### src/rtl/mem_port_arbiter_pkg.sv
// Shared defaults and FSM encoding for the memory-port arbiter.
package mem_port_arbiter_pkg;

  localparam int unsigned DEF_NUM_REQ = 4;
  localparam int unsigned DEF_ADDR_W  = 32;
  localparam int unsigned DEF_DATA_W  = 32;

  typedef enum logic {
    IDLE  = 1'b0,
    OWNED = 1'b1
  } arb_state_e;

endpackage

### src/rtl/mem_port_arbiter_rr_pick.sv
// Rotate-priority encoder: first requesting index at or above ptr, wrapping modulo N.
module rr_pick #(
  parameter int unsigned N  = 4,
  parameter int unsigned IW = 2
) (
  input  logic [N-1:0]  req_i,
  input  logic [IW-1:0] ptr_i,
  output logic [N-1:0]  win_oh_o,
  output logic [IW-1:0] win_idx_o,
  output logic          win_vld_o
);

  logic [IW-1:0] idx;

  always_comb begin
    win_oh_o  = '0;
    win_idx_o = '0;
    win_vld_o = 1'b0;
    idx       = '0;
    for (int unsigned i = 0; i < N; i++) begin
      idx = IW'((32'(ptr_i) + i) % N);
      if (!win_vld_o && req_i[idx]) begin
        win_vld_o     = 1'b1;
        win_oh_o[idx] = 1'b1;
        win_idx_o     = idx;
      end
    end
  end

endmodule

### src/rtl/mem_port_arbiter.sv
// Round-robin memory-port arbiter with lockable ownership and a fixed-latency read return path.
module mem_port_arbiter
  import mem_port_arbiter_pkg::*;
#(
  parameter int unsigned NUM_REQ = DEF_NUM_REQ,
  parameter int unsigned ADDR_W  = DEF_ADDR_W,
  parameter int unsigned DATA_W  = DEF_DATA_W
) (
  input  logic                      clk,
  input  logic                      reset,
  input  logic [NUM_REQ-1:0]        req,
  input  logic [NUM_REQ-1:0]        lock,
  input  logic [NUM_REQ-1:0]        we,
  input  logic [NUM_REQ*ADDR_W-1:0] addr,
  input  logic [NUM_REQ*DATA_W-1:0] wdata,
  output logic [NUM_REQ-1:0]        gnt,
  output logic [NUM_REQ-1:0]        rvalid,
  output logic [DATA_W-1:0]         rdata,
  output logic [ADDR_W-1:0]         memory_controller_address,
  output logic                      memory_controller_write_enable,
  output logic [DATA_W-1:0]         memory_controller_in,
  input  logic [DATA_W-1:0]         memory_controller_out
);

  localparam int unsigned IW = $clog2(NUM_REQ);

  arb_state_e          state_q, state_d;
  logic [IW-1:0]       owner_q, owner_d;
  logic [IW-1:0]       ptr_q, ptr_d;

  logic [NUM_REQ-1:0]  pick_oh;
  logic [IW-1:0]       pick_idx;
  logic                pick_vld;

  logic                hold_c;
  logic                accept;
  logic [IW-1:0]       win_idx;

  logic                s1_vld_q, s2_vld_q;
  logic [IW-1:0]       s1_idx_q, s2_idx_q;
  logic [NUM_REQ-1:0]  rvalid_q;
  logic [DATA_W-1:0]   rdata_q;
  logic [ADDR_W-1:0]   mc_addr_q;
  logic                mc_we_q;
  logic [DATA_W-1:0]   mc_wdata_q;

  logic [ADDR_W-1:0]   addr_a  [NUM_REQ];
  logic [DATA_W-1:0]   wdata_a [NUM_REQ];

  for (genvar g = 0; g < NUM_REQ; g++) begin : g_unpack
    assign addr_a[g]  = addr[g*ADDR_W +: ADDR_W];
    assign wdata_a[g] = wdata[g*DATA_W +: DATA_W];
  end

  rr_pick #(
    .N  (NUM_REQ),
    .IW (IW)
  ) u_rr_pick (
    .req_i     (req),
    .ptr_i     (ptr_q),
    .win_oh_o  (pick_oh),
    .win_idx_o (pick_idx),
    .win_vld_o (pick_vld)
  );

  // Grant selection and next-state: an owner keeps the port only while it holds both req and lock.
  always_comb begin
    hold_c  = (state_q == OWNED) && req[owner_q] && lock[owner_q];
    gnt     = '0;
    accept  = 1'b0;
    win_idx = pick_idx;
    state_d = IDLE;
    owner_d = owner_q;
    ptr_d   = ptr_q;
    if (!reset) begin
      if (hold_c) begin
        gnt[owner_q] = 1'b1;
        win_idx      = owner_q;
        accept       = 1'b1;
      end else if (pick_vld) begin
        gnt    = pick_oh;
        accept = 1'b1;
      end
    end
    if (accept) begin
      ptr_d   = (win_idx == IW'(NUM_REQ - 1)) ? '0 : win_idx + IW'(1);
      owner_d = win_idx;
      if (lock[win_idx]) state_d = OWNED;
    end
  end

  always_ff @(posedge clk) begin
    if (reset) begin
      state_q    <= IDLE;
      owner_q    <= '0;
      ptr_q      <= '0;
      s1_vld_q   <= 1'b0;
      s1_idx_q   <= '0;
      s2_vld_q   <= 1'b0;
      s2_idx_q   <= '0;
      rvalid_q   <= '0;
      rdata_q    <= '0;
      mc_addr_q  <= '0;
      mc_we_q    <= 1'b0;
      mc_wdata_q <= '0;
    end else begin
      state_q  <= state_d;
      owner_q  <= owner_d;
      ptr_q    <= ptr_d;
      mc_we_q  <= 1'b0;
      if (accept) begin
        mc_addr_q  <= addr_a[win_idx];
        mc_we_q    <= we[win_idx];
        mc_wdata_q <= wdata_a[win_idx];
      end
      // Read return: memory data arrives one cycle after the address, captured one stage later.
      s1_vld_q <= accept && !we[win_idx];
      s1_idx_q <= win_idx;
      s2_vld_q <= s1_vld_q;
      s2_idx_q <= s1_idx_q;
      rvalid_q <= '0;
      if (s2_vld_q) begin
        rvalid_q[s2_idx_q] <= 1'b1;
        rdata_q            <= memory_controller_out;
      end
    end
  end

  assign rvalid                         = rvalid_q;
  assign rdata                          = rdata_q;
  assign memory_controller_address      = mc_addr_q;
  assign memory_controller_write_enable = mc_we_q;
  assign memory_controller_in           = mc_wdata_q;

endmodule

### config.mk
export PLATFORM = sky130hd
export DESIGN_NAME = mem_port_arbiter
export DESIGN_NICKNAME = d
export VERILOG_FILES = /design/src/rtl/mem_port_arbiter_pkg.sv /design/src/rtl/mem_port_arbiter_rr_pick.sv /design/src/rtl/mem_port_arbiter.sv
export SDC_FILE = /design/constraint.sdc
export NUM_CORES = 1
export LEC_CHECK = 0
export ABC_AREA = 1
export BUFFER_PORTS_ARGS = -buffer_cell sky130_fd_sc_hd__buf_2
export CAP_MARGIN = 20
export CORE_AREA = 2 2 178 180
export DETAILED_ROUTE_END_ITERATION = 10
export DIE_AREA = 0 0 180 182
export PLACE_DENSITY = 0.52
export SLEW_MARGIN = 10
export SYNTH_ARGS = -nofsm -noshare
export SYNTH_HDL_FRONTEND = slang
export SYNTH_SLANG_ARGS = --single-unit
### constraint.sdc
create_clock -name clk -period 3.3 [get_ports clk]
set_clock_uncertainty 0.1 [all_clocks]
set_input_delay 0.495 -clock clk [delete_from_list [all_inputs] [get_ports clk]]
set_output_delay 0.495 -clock clk [all_outputs]
set_load 0.05 [all_outputs]
==> results.md, run 1 <==
* Die Wd at 180 um
* Number of synthesized flops with an enable pin at 0
* Port bufs at 406
* Setup TNS at 0 ps
* GP Congestion at 0.8273
* I/O pin cnt at 407
* Total power at 11.80 mW
* Max VDD drop at 0.5866 mV
* Remaining Overflow, GRT at 0
* Core Footprint at 30,990 um^2
* Fin nets at 1,926
* Syn-to-layout area delta at 34.42%
* Levels on crit path at 12
* Worst path top cell family by delay: buffers and inverters
* Post-DP HPWL at 21,970 um
* DR vias at 8,976
* Dominant synthesized flop cell: dfxtp_1
* CTS Root Cell: clkbuf_16
* Initial core utilization at 24.59%
* Crit path max fanout at 7
* Asr flop ratio synth at 0%
* RSZ-0062 raised after global routing: false
* Worst-margin pin slew at 935.3 ps
* Clock sink count at 112
* Max-cap violations at 0
* Nature of the critical path startpoint: flip-flop
* Worst Path Required at 2700 ps
* Hold-fix buffers, CTS at 0
* Initial DRC Count at 356
* Buf/Inv on CP at 5
* First-pass GRT wire length at 45,460 um
* Initial antenna violation count at 1
* Worst path slowest cell: ha_1
* Most frequent cells in the layout: nand2_1, buf_2, inv_1
* DP Area at 9956 um^2
* DIE AREA at 32,760 um^2
* Largest net degree at the start of global routing at 84
* Netlist cell types at 27
* Detailed Routing Iterations Pass 1 at 5
* Syn_nets at 1,571
* Most Frequent Cell on Critical Path: inv_1
* TritonCTS clock tree: built
* Largest cells by area after synthesis: dfxtp_1, nand2_1, nand3b_1, nand3_1, inv_1
* Clock insertion delay at the later pin of the skew report at 360 ps
* Synthesis-stage register bit count at 112
* Slowest stage delay, CP at 340 ps
* Critical path type: flip-flop to output port
* Hold Vio Cnt, Final at 0
* Hold crit path type: primary input to flip-flop
* Drt total wl at 29,520 um
* Post-route ant nets at 0
* Dpl ws at 377.5 ps
* Number of global-route vias before repair at 8,491
* Post-Syn Area at 7620 um^2
* Worst Reg-to-Reg Cells at 14
* Crit share post-route at 91.99%
* Leak at 6.064 nW
* Status: finished, final reports clean
* Clock edge transition at the registers on the reported setup and hold paths at 80 ps
* CP arrival at 2440 ps
* Row cnt at 65
* Routed WL per cell at 14.59 um
* Hold path depth at 3
* Synth top area share at 29.43%
* Worst setup margin at 264.5 ps
* Seq/Total Area, Yosys at 29.43%
* Most common cell after layout, fill and taps aside: nand2_1
* Post-CTS Resized at 0
* Synth area leader: dfxtp_1
* Tot GR Track Use at 17.26%
* Final min period at 3036 ps
* CTS Buf Count at 9
* CP cell instances: inv_1, ha_1, inv_1, nand3_2, nand2_4, nand4_1, inv_1, nand2_1, nand3_1, nand3_1, inv_1, buf_2
* Final setup viols at 0
* Die height at 182 um
* Final Slew Violations at 0
* CTS max path bufs at 2
* Worst rel slew slack at 37.58%
* Mapped Cells at 1,261
* Final Cell Area at 10,240 um^2
* Ys Warns at 0
* Critical Path Sink Type: output port
* Vias/cell at 4.435
* Max Clk Rate at 329.4 MHz
* CTS H-Tree Depth at 3
* Hold WS at 266.5 ps
* Power per cell area at 1152 nW/um^2
* DRC errors left at 0
* Share of cells above drive strength 1 at 28.70%
* Syn Area/Cell at 6.043 um^2
* Postcts setup bufs at 0
final timing paths:
path,slack [ps],endpoint,startpoint
worst max register to register,400,memory_controller_in[17],ptr_q[1]
worst min-delay path,270,rdata[21],memory_controller_out[21]
worst max-delay path,260,gnt[3],ptr_q[1]
worst min register to register,310,s2_vld_q,s1_vld_q
worst register-to-register path, cell delays in order, from the launching register on:
cell and delay (ps):
dfxtp_1 320, inv_1 200, ha_1 340, inv_1 150, nand3_2 110, nand2_4 120
nand4_1 130, nand3_1 130, nand3_1 90, nand2_2 360, buf_4 420, nand3_1 190
nand2_1 90, nand2_1 50, nand2_1 50
where the power goes:
group | switching (mW) | leakage (nW) | internal [mW]
clock | 0.563 | 0.139 | 0.539
sequential | 0.236 | 0.926 | 1.84
combinational | 6.10 | 5.00 | 2.53
total | 6.90 | 6.06 | 4.90
sequential cells by signal, summed over array words and instances, names as in the netlist:
register	cells
memory_controller_address	32
memory_controller_in	32
memory_controller_write_enable	1
owner_q	2
ptr_q	2
rdata	32
rvalid	4
s1_idx_q	2
s1_vld_q	1
s2_idx_q	2
s2_vld_q	1
state_q	1
per-layer routing:
layer	up-vias	part of all wire [%]	track usage (%)
met5	-	0	0
met4	0	1.8	4.943
met3	31	6.0	3.369
met2	318	47	29.93
met1	4009	45	21.70
li1	4618	-	-
cell usage after synthesis, types with 3 or more instances:
cell type,n
buf_4,19
nand2_1,433
nand3b_1,120
buf_2,24
o21ai_0,46
inv_2,3
nand2_2,4
nor2_1,72
a221oi_1,3
dfxtp_1,112
nand3_2,3
inv_1,178
nand4_1,3
a21oi_1,5
nand3_1,171
buf_1,6
ha_1,8
nor3_1,5
clkbuf_1,29
nand2_4,4
buf_6,6
kinds of logic (layout without fill, tap and decap cells):
| logic type | after synthesis | count (layout) | synth area share (%) |
|---|---|---|---|
| compound gates | 58 | 58 | 4.056 |
| buf+inv | 267 | 626 | 15.11 |
| other cells | 0 | 2 | 0 |
| simple gates | 816 | 816 | 50.10 |
| fa+ha+maj | 8 | 8 | 1.314 |
| flops | 112 | 112 | 29.43 |
area by class of cell:
cell class / count / area [um^2]
multi-input combinational: 882 / 4252
sequential: 112 / 2242
antenna: 2 / 5.005
clock inverter: 5 / 40.04
timing repair buffer: 428 / 2272
fill: 3499 / 20740
clock buffer: 10 / 239.0
tap: 402 / 503.0
inverter: 183 / 689.4
per-stage QoR:
step	utilization, %	instances
after floorplan	-	1261
after global placement	32.13	2007
after detailed placement	32.13	2007
after CTS	33.03	2022
after global routing	33.05	2023
final	33.05	2024
(Power assumes the default switching activity.)
==> run 2, diff against run 1 <==
Settings changed: MAX_ROUTING_LAYER set to met4.
==> run 2 against run 1 <==
Against the previous run: register-to-register slack about the same; first-iteration DRC count rose by 15%; cell count unchanged; via count rose by 0.25%; wire length rose by 0.12%; largest cell class unchanged; highest routed layer unchanged.
==> results.md, run 2 (synthesis results as in run 1) <==
* Status: finished, final reports clean
* Worst Reg-to-Reg Cells at 14 (unchanged)
* Vias/cell at 4.446 (+0.25%)
* DP Cell Count at 2,007 (unchanged)
* Die Wd at 180 um (unchanged)
* Leak at 6.064 nW (unchanged)
* Number of global-route vias before repair at 8,503 (+0.14%)
* Post-route ant nets at 0 (unchanged)
* Worst-margin pin slew at 934.5 ps (-0.8463 ps)
* DR vias at 8,998 (+0.25%)
* Setup TNS at 0 ps (unchanged)
* Largest net degree at the start of global routing at 84 (unchanged)
* Global route hottest layer: met2
* Critical path type: flip-flop to output port
* Initial core utilization at 24.59% (unchanged)
* First-pass GRT wire length at 45,360 um (-0.23%)
* Die height at 182 um (unchanged)
* Port bufs at 406 (unchanged)
* Met2 Use GR at 29.96% (+0.031 points)
* Finished Layout Cells at 2,024 (unchanged)
* Max Clk Rate at 329.5 MHz (about the same)
* Hold Vio Cnt, Final at 0 (unchanged)
* Worst path slowest cell: ha_1
* R2R setup slack at 410 ps (about the same)
* CP cell instances: inv_1, ha_1, inv_1, nand3_2, nand2_4, nand4_1, inv_1, nand2_1, nand3_1, nand3_1, inv_1, buf_2
* Met1 Use GR at 21.96% (+0.26 points)
* Most frequent cells in the layout: nand2_1, buf_2, inv_1
* Max VDD drop at 0.5906 mV (+0.69%)
* Multi-input combinational cell area at 4252 um^2 (unchanged)
* Clock edge transition at the registers on the reported setup and hold paths at 80 ps (about the same)
* Worst Path Required at 2700 ps (about the same)
* Detailed Routing Iterations Pass 1 at 5 (unchanged)
* Worst min-delay path endpoint: rdata[21]
* Total power at 11.81 mW (about the same)
* Most Frequent Cell on Critical Path: inv_1
* CP arrival at 2440 ps (about the same)
* Hold crit path type: primary input to flip-flop
* RSZ-0062 raised after global routing: false
* Power per cell area at 1153 nW/um^2 (about the same)
* Row cnt at 65 (unchanged)
* Syn-to-layout area delta at 34.42% (unchanged)
* Slowest stage delay, CP at 340 ps (about the same)
* Worst path top cell family by delay: buffers and inverters
* Final Slew Violations at 0 (unchanged)
* Crit share post-route at 91.96% (about the same)
* CTS Buf Count at 9 (unchanged)
* Drt total wl at 29,560 um (+0.12%)
* Nature of the critical path startpoint: flip-flop
* R2r endpoint: memory_controller_in[17]
* Final setup viols at 0 (unchanged)
* Worst rel slew slack at 37.63% (+0.057 points)
* Sequential cell area at 2242 um^2 (unchanged)
* CTS Root Cell: clkbuf_16
* DIE AREA at 32,760 um^2 (unchanged)
* Hold-fix buffers, CTS at 0 (unchanged)
* DRC errors left at 0 (unchanged)
* Most common cell after layout, fill and taps aside: nand2_1
* Max-cap violations at 0 (unchanged)
* Crit path max fanout at 7 (unchanged)
* HP Start: memory_controller_out[21]
* Buf/Inv on CP at 5 (unchanged)
* R2R Path Start: ptr_q[1]
* I/O pin cnt at 407 (unchanged)
* CTS H-Tree Depth at 3 (unchanged)
* Critical Path Sink Type: output port
* Initial DRC Count at 410 (+15%)
* # fillers at 3,499 (unchanged)
* Final min period at 3035 ps (-0.7800 ps)
* Clock sink count at 112 (unchanged)
* Remaining Overflow, GRT at 0 (unchanged)
* Initial antenna violation count at 1 (unchanged)
* Clock insertion delay at the later pin of the skew report at 360 ps (about the same)
* Fin nets at 1,926 (unchanged)
* Core Footprint at 30,990 um^2 (unchanged)
* Routed WL per cell at 14.60 um (+0.12%)
* Tot GR Track Use at 17.77% (+0.51 points)
* Grt met3 use at 2.888% (-0.48 points)
* Hold path depth at 3 (unchanged)
* Share of cells above drive strength 1 at 28.70% (unchanged)
* GP Congestion at 0.8398 (+1.5%)
* CTS max path bufs at 2 (unchanged)
* Post-DP HPWL at 21,970 um (unchanged)
* TritonCTS clock tree: built
## run 2: worst max path at each step
stage,startpoint,endpoint,slack (ps),cells after the start
after floorplan,ptr_q[0],gnt[2],390,12
final,ptr_q[1],gnt[3],270,12
after CTS,ptr_q[1],gnt[2],250,11
after global routing,ptr_q[1],gnt[2],40,10
after detailed placement,req[0],memory_controller_in[24],380,14
after global placement,req[0],memory_controller_in[28],370,14
## run 2: cell type report
type,instances,area share (%)
multi-input combinational,882,41.51
timing repair buffer,428,22.18
sequential,112,21.89
inverter,183,6.731
tap,402,4.911
clock buffer,10,2.333
clock inverter,5,0.3909
antenna,2,0.04886
## run 2: metal layers
| metal | vias to the layer above | share of wire, % |
|---|---|---|
| met5 | - | 0 |
| met4 | 0 | 1.8 |
| met3 | 31 | 5.8 |
| met2 | 340 | 47 |
| met1 | 4007 | 45 |
| li1 | 4620 | - |
## run 2: metrics by stage
stage	setup WS [ps]	util (%)	area, um^2	hold WS (ps)
after floorplan	389.6	-	7625	288.3
after global routing	39.40	33.05	10240	247.2
after CTS	248.8	33.03	10230	241.2
after global placement	371.6	32.13	9956	289.2
after detailed placement	377.5	32.13	9956	298.9
final	265.3	33.05	10240	265.2
## run 2: power by group
| part | internal [mW] | switching, mW | total, mW | leakage [nW] |
|---|---|---|---|---|
| Clock | 0.539 | 0.564 | 1.10 | 0.139 |
| Sequential | 1.84 | 0.237 | 2.07 | 0.926 |
| Combinational | 2.53 | 6.10 | 8.63 | 5.00 |
| Total | 4.90 | 6.91 | 11.8 | 6.06 |
## run 2: timing repair
item / in CTS / in global routing
gates resized for setup: 0 / 1
setup buffers: 0 / 0
endpoints found under the setup margin: 0 / 1
hold endpoints to repair: 0 / 0
## run 2: worst reg2reg max path, stage by stage (launching register included)
cell and delay (ps):
dfxtp_1 320, inv_1 200, ha_1 340, inv_1 150, nand3_2 110, nand2_4 120, nand4_1 130, nand3_1 130
nand3_1 90, nand2_2 360, buf_4 420, nand3_1 190, nand2_1 90, nand2_1 50, nand2_1 50
==> run 3, diff against run 2 <==
Settings changed: ABC_AREA 1 to not set, CORE_AREA 2 2 178 180 to 2 2 159 161, DIE_AREA 0 0 180 182 to 0 0 161 163, PLACE_DENSITY 0.52 to 0.56.
Clock period 3.3 ns to 3.8 ns, I/O delays scaled along.
==> run 3 against run 2 <==
Against the previous run: final area fell by 14%; via count fell by 32%; sequential share of layout area rose by 3.5 points; wire length fell by 31%; utilization rose by 2.7 points; synthesized cell count fell by 52%; combinational power fell by 58%; global-route usage fell by 2.5 points.
==> results.md, run 3 <==
* Status: finished, final reports clean
* Mapped Cells at 600 (-52%)
* Drt total wl at 20,500 um (-31%)
* Number of synthesized flops with an enable pin at 0 (unchanged)
* Vias/cell at 4.689 (+5.5%)
* Synthesis-stage register bit count at 112 (unchanged)
* Ant diodes at 0 (-2)
* Crit share post-route at 91.52%
* Tot GR Track Use at 15.26% (-2.5 points)
* Worst path top cell family by delay: simple AND/OR/NAND/NOR gates
* CTS Root Cell: clkbuf_16
* Worst path slowest cell: dfxtp_2
* DIE AREA at 26,240 um^2 (-20%)
* Syn_nets at 910 (-42%)
* Remaining Overflow, GRT at 0 (unchanged)
* Syn-to-layout area delta at 43.30%
* Asr flop ratio synth at 0% (unchanged)
* Leak at 4.323 nW (-29%)
* Syn Area/Cell at 10.27 um^2 (+70%)
* Die height at 163 um (-10%)
* Post-route ant nets at 0 (unchanged)
* Dominant synthesized flop cell: dfxtp_1
* Nature of the critical path startpoint: flip-flop
* Final Slew Violations at 0 (unchanged)
* Hold crit path type: flip-flop to flip-flop
* DRC errors left at 0 (unchanged)
* # fillers at 2,565 (-27%)
* CTS Buf Count at 9 (unchanged)
* R2R setup slack at 740 ps (+330 ps)
* CP arrival at 2810 ps (+370 ps)
* Clock sink count at 112 (unchanged)
* Hold Vio Cnt, Final at 0 (unchanged)
* Worst rel slew slack at 33.47% (-4.2 points)
* Largest net degree at the start of global routing at 71 (-15%)
* Critical Path Sink Type: output port
* Most common cell after layout, fill and taps aside: buf_2
* DR vias at 6,157 (-32%)
* CTS max path bufs at 2 (unchanged)
* Detailed Routing Iterations Pass 1 at 6 (+1)
* R2r endpoint: memory_controller_in[25]
* Ys Warns at 0 (unchanged)
* Seq/Total Area, Yosys at 36.39% (+7.0 points)
* Max-cap violations at 0 (unchanged)
* CP cell instances: inv_1, ha_1, buf_4, mux2i_1, mux2i_1, nor2b_1, a222oi_1, and3_1, nor3_2, buf_2
* HP Start: s1_idx_q[0]
* Post-DP HPWL at 15,710 um (-29%)
* Slowest stage delay, CP at 480 ps (+140 ps)
* Share of cells above drive strength 1 at 46.90% (+18 points)
* Buf/Inv on CP at 3 (-2)
* Setup TNS at 0 ps (unchanged)
* Worst min-delay path endpoint: s2_idx_q[0]
* Initial antenna violation count at 0 (-1)
* Initial DRC Count at 298 (-27%)
* Clock insertion delay at the later pin of the skew report at 340 ps (-20 ps)
* Clock edge transition at the registers on the reported setup and hold paths at 70 ps (about the same)
* Routed WL per cell at 15.62 um (+6.9%)
* Die Wd at 161 um (-11%)
* RSZ-0062 raised after global routing: false
* Worst Reg-to-Reg Cells at 10 (-4)
* Power per cell area at 727.1 nW/um^2 (-37%)
* CTS H-Tree Depth at 3 (unchanged)
* Crit path max fanout at 12 (+5)
* Max Clk Rate at 287.5 MHz
* Initial core utilization at 24.97% (+0.38 points)
* Final setup viols at 0 (unchanged)
* Row cnt at 58 (-11%)
* Top-count cell post-synth: mux2i_1
* Worst Path Required at 3130 ps (+430 ps)
* GP Congestion at 0.7716 (-8.1%)
* Hold WS at 341.6 ps (+76.41 ps)
* Post-Syn Area at 6161 um^2 (-19%)
* Post-synth top cells: mux2i_1, dfxtp_1, nand3b_1
* Hold path depth at 1 (-2)
* Final min period at 3478 ps
* Number of global-route vias before repair at 5,937 (-30%)
* Synth area leader: dfxtp_1
* Fin nets at 1,288 (-33%)
* Most Frequent Cell on Critical Path: mux2i_1
* Port bufs at 406 (unchanged)
* Core Footprint at 24,670 um^2 (-20%)
* R2R Path Start: ptr_q[0]
* Critical path type: flip-flop to output port
* First-pass GRT wire length at 31,080 um (-31%)
* TritonCTS clock tree: built
* I/O pin cnt at 407 (unchanged)
* Largest cells by area after synthesis: dfxtp_1, mux2i_1, o221ai_1, nand3b_1, nor2_1
* Synth top area share at 36.39% (+7.0 points)
* Worst-margin pin slew at 997.9 ps (+63.43 ps)
* Max VDD drop at 0.4069 mV (-31%)
* Netlist cell types at 49 (+81%)
* Most frequent cells in the layout: buf_2, mux2i_1, dfxtp_1
## run 3: cell types whose count changed after synthesis, sizes merged, moves of 44 or more
cell and change:
nand2 -430, inv -177, nand3 -171, mux2i +166
o221ai +64, nand3b -55, o21ai -44
## run 3: final cells by class
cell class / count / area (um^2) / area share [%]
Tap cell: 330 / 412.9 / 4.677
Inverter: 5 / 18.77 / 0.2126
Clock buffer: 10 / 229.0 / 2.594
Sequential cell: 112 / 2245 / 25.43
Clock inverter: 6 / 66.31 / 0.7511
Timing Repair Buffer: 425 / 2250 / 25.48
Multi-Input combinational cell: 425 / 3607 / 40.86
## run 3: repair_timing
item	4_1_cts	5_1_grt
resized for setup	0	1
hold buffers	0	0
endpoints found under the setup margin	0	3
hold endpoints to repair	0	0
buffers inserted	0	0
## run 3: worst max-delay path by stage
stage              from      to  slack, ps  depth (start not counted)
2_1_floorplan  ptr_q[0]  gnt[2]        210                          9
3_3_place_gp   ptr_q[0]  gnt[1]        590                          9
3_5_place_dp   ptr_q[0]  gnt[1]        520                          9
4_1_cts        ptr_q[0]  gnt[1]        120                          9
5_1_grt        ptr_q[0]  gnt[3]        100                         10
6_report       ptr_q[0]  gnt[1]        320                         10
## run 3: logic make-up after synthesis
kind of cell    Yosys count  synth area share, %
xor+xnor                  1               0.1422
simple gates            151                14.72
fa+ha+maj                 8                1.625
flops                   112                36.39
mux                     173                28.61
buf+inv                  63                5.666
compound gates           92                12.84
## run 3: metrics by stage
stage / total power [mW] / area, um^2 / instances / setup slack (ps) / utilization [%]
finish: 6.419 / 8828 / 1313 / 322.2 / 35.78
global route: 6.763 / 8828 / 1313 / 103.3 / 35.78
CTS: 6.490 / 8827 / 1313 / 122.5 / 35.78
detailed placement: 5.485 / 8532 / 1297 / 520.5 / 34.58
global placement: 5.479 / 8532 / 1297 / 588.5 / 34.58
floorplan: 4.561 / 6176 / 600 / 209.8 / -
## run 3: per-layer routing
layer  track usage (%)  wire [um]  up-vias
met2             26.41      10120      278
met1             18.15       8682     2834
li1                  -          -     3026
met4             3.571        216        0
met5                 -          0        -
met3             3.310       1488       19
## run 3: power breakdown
group	switching [mW]	leakage [nW]	internal, mW
logic	2.41	3.25	1.25
clock network	0.461	0.147	0.517
registers	0.230	0.924	1.55
total	3.10	4.32	3.32
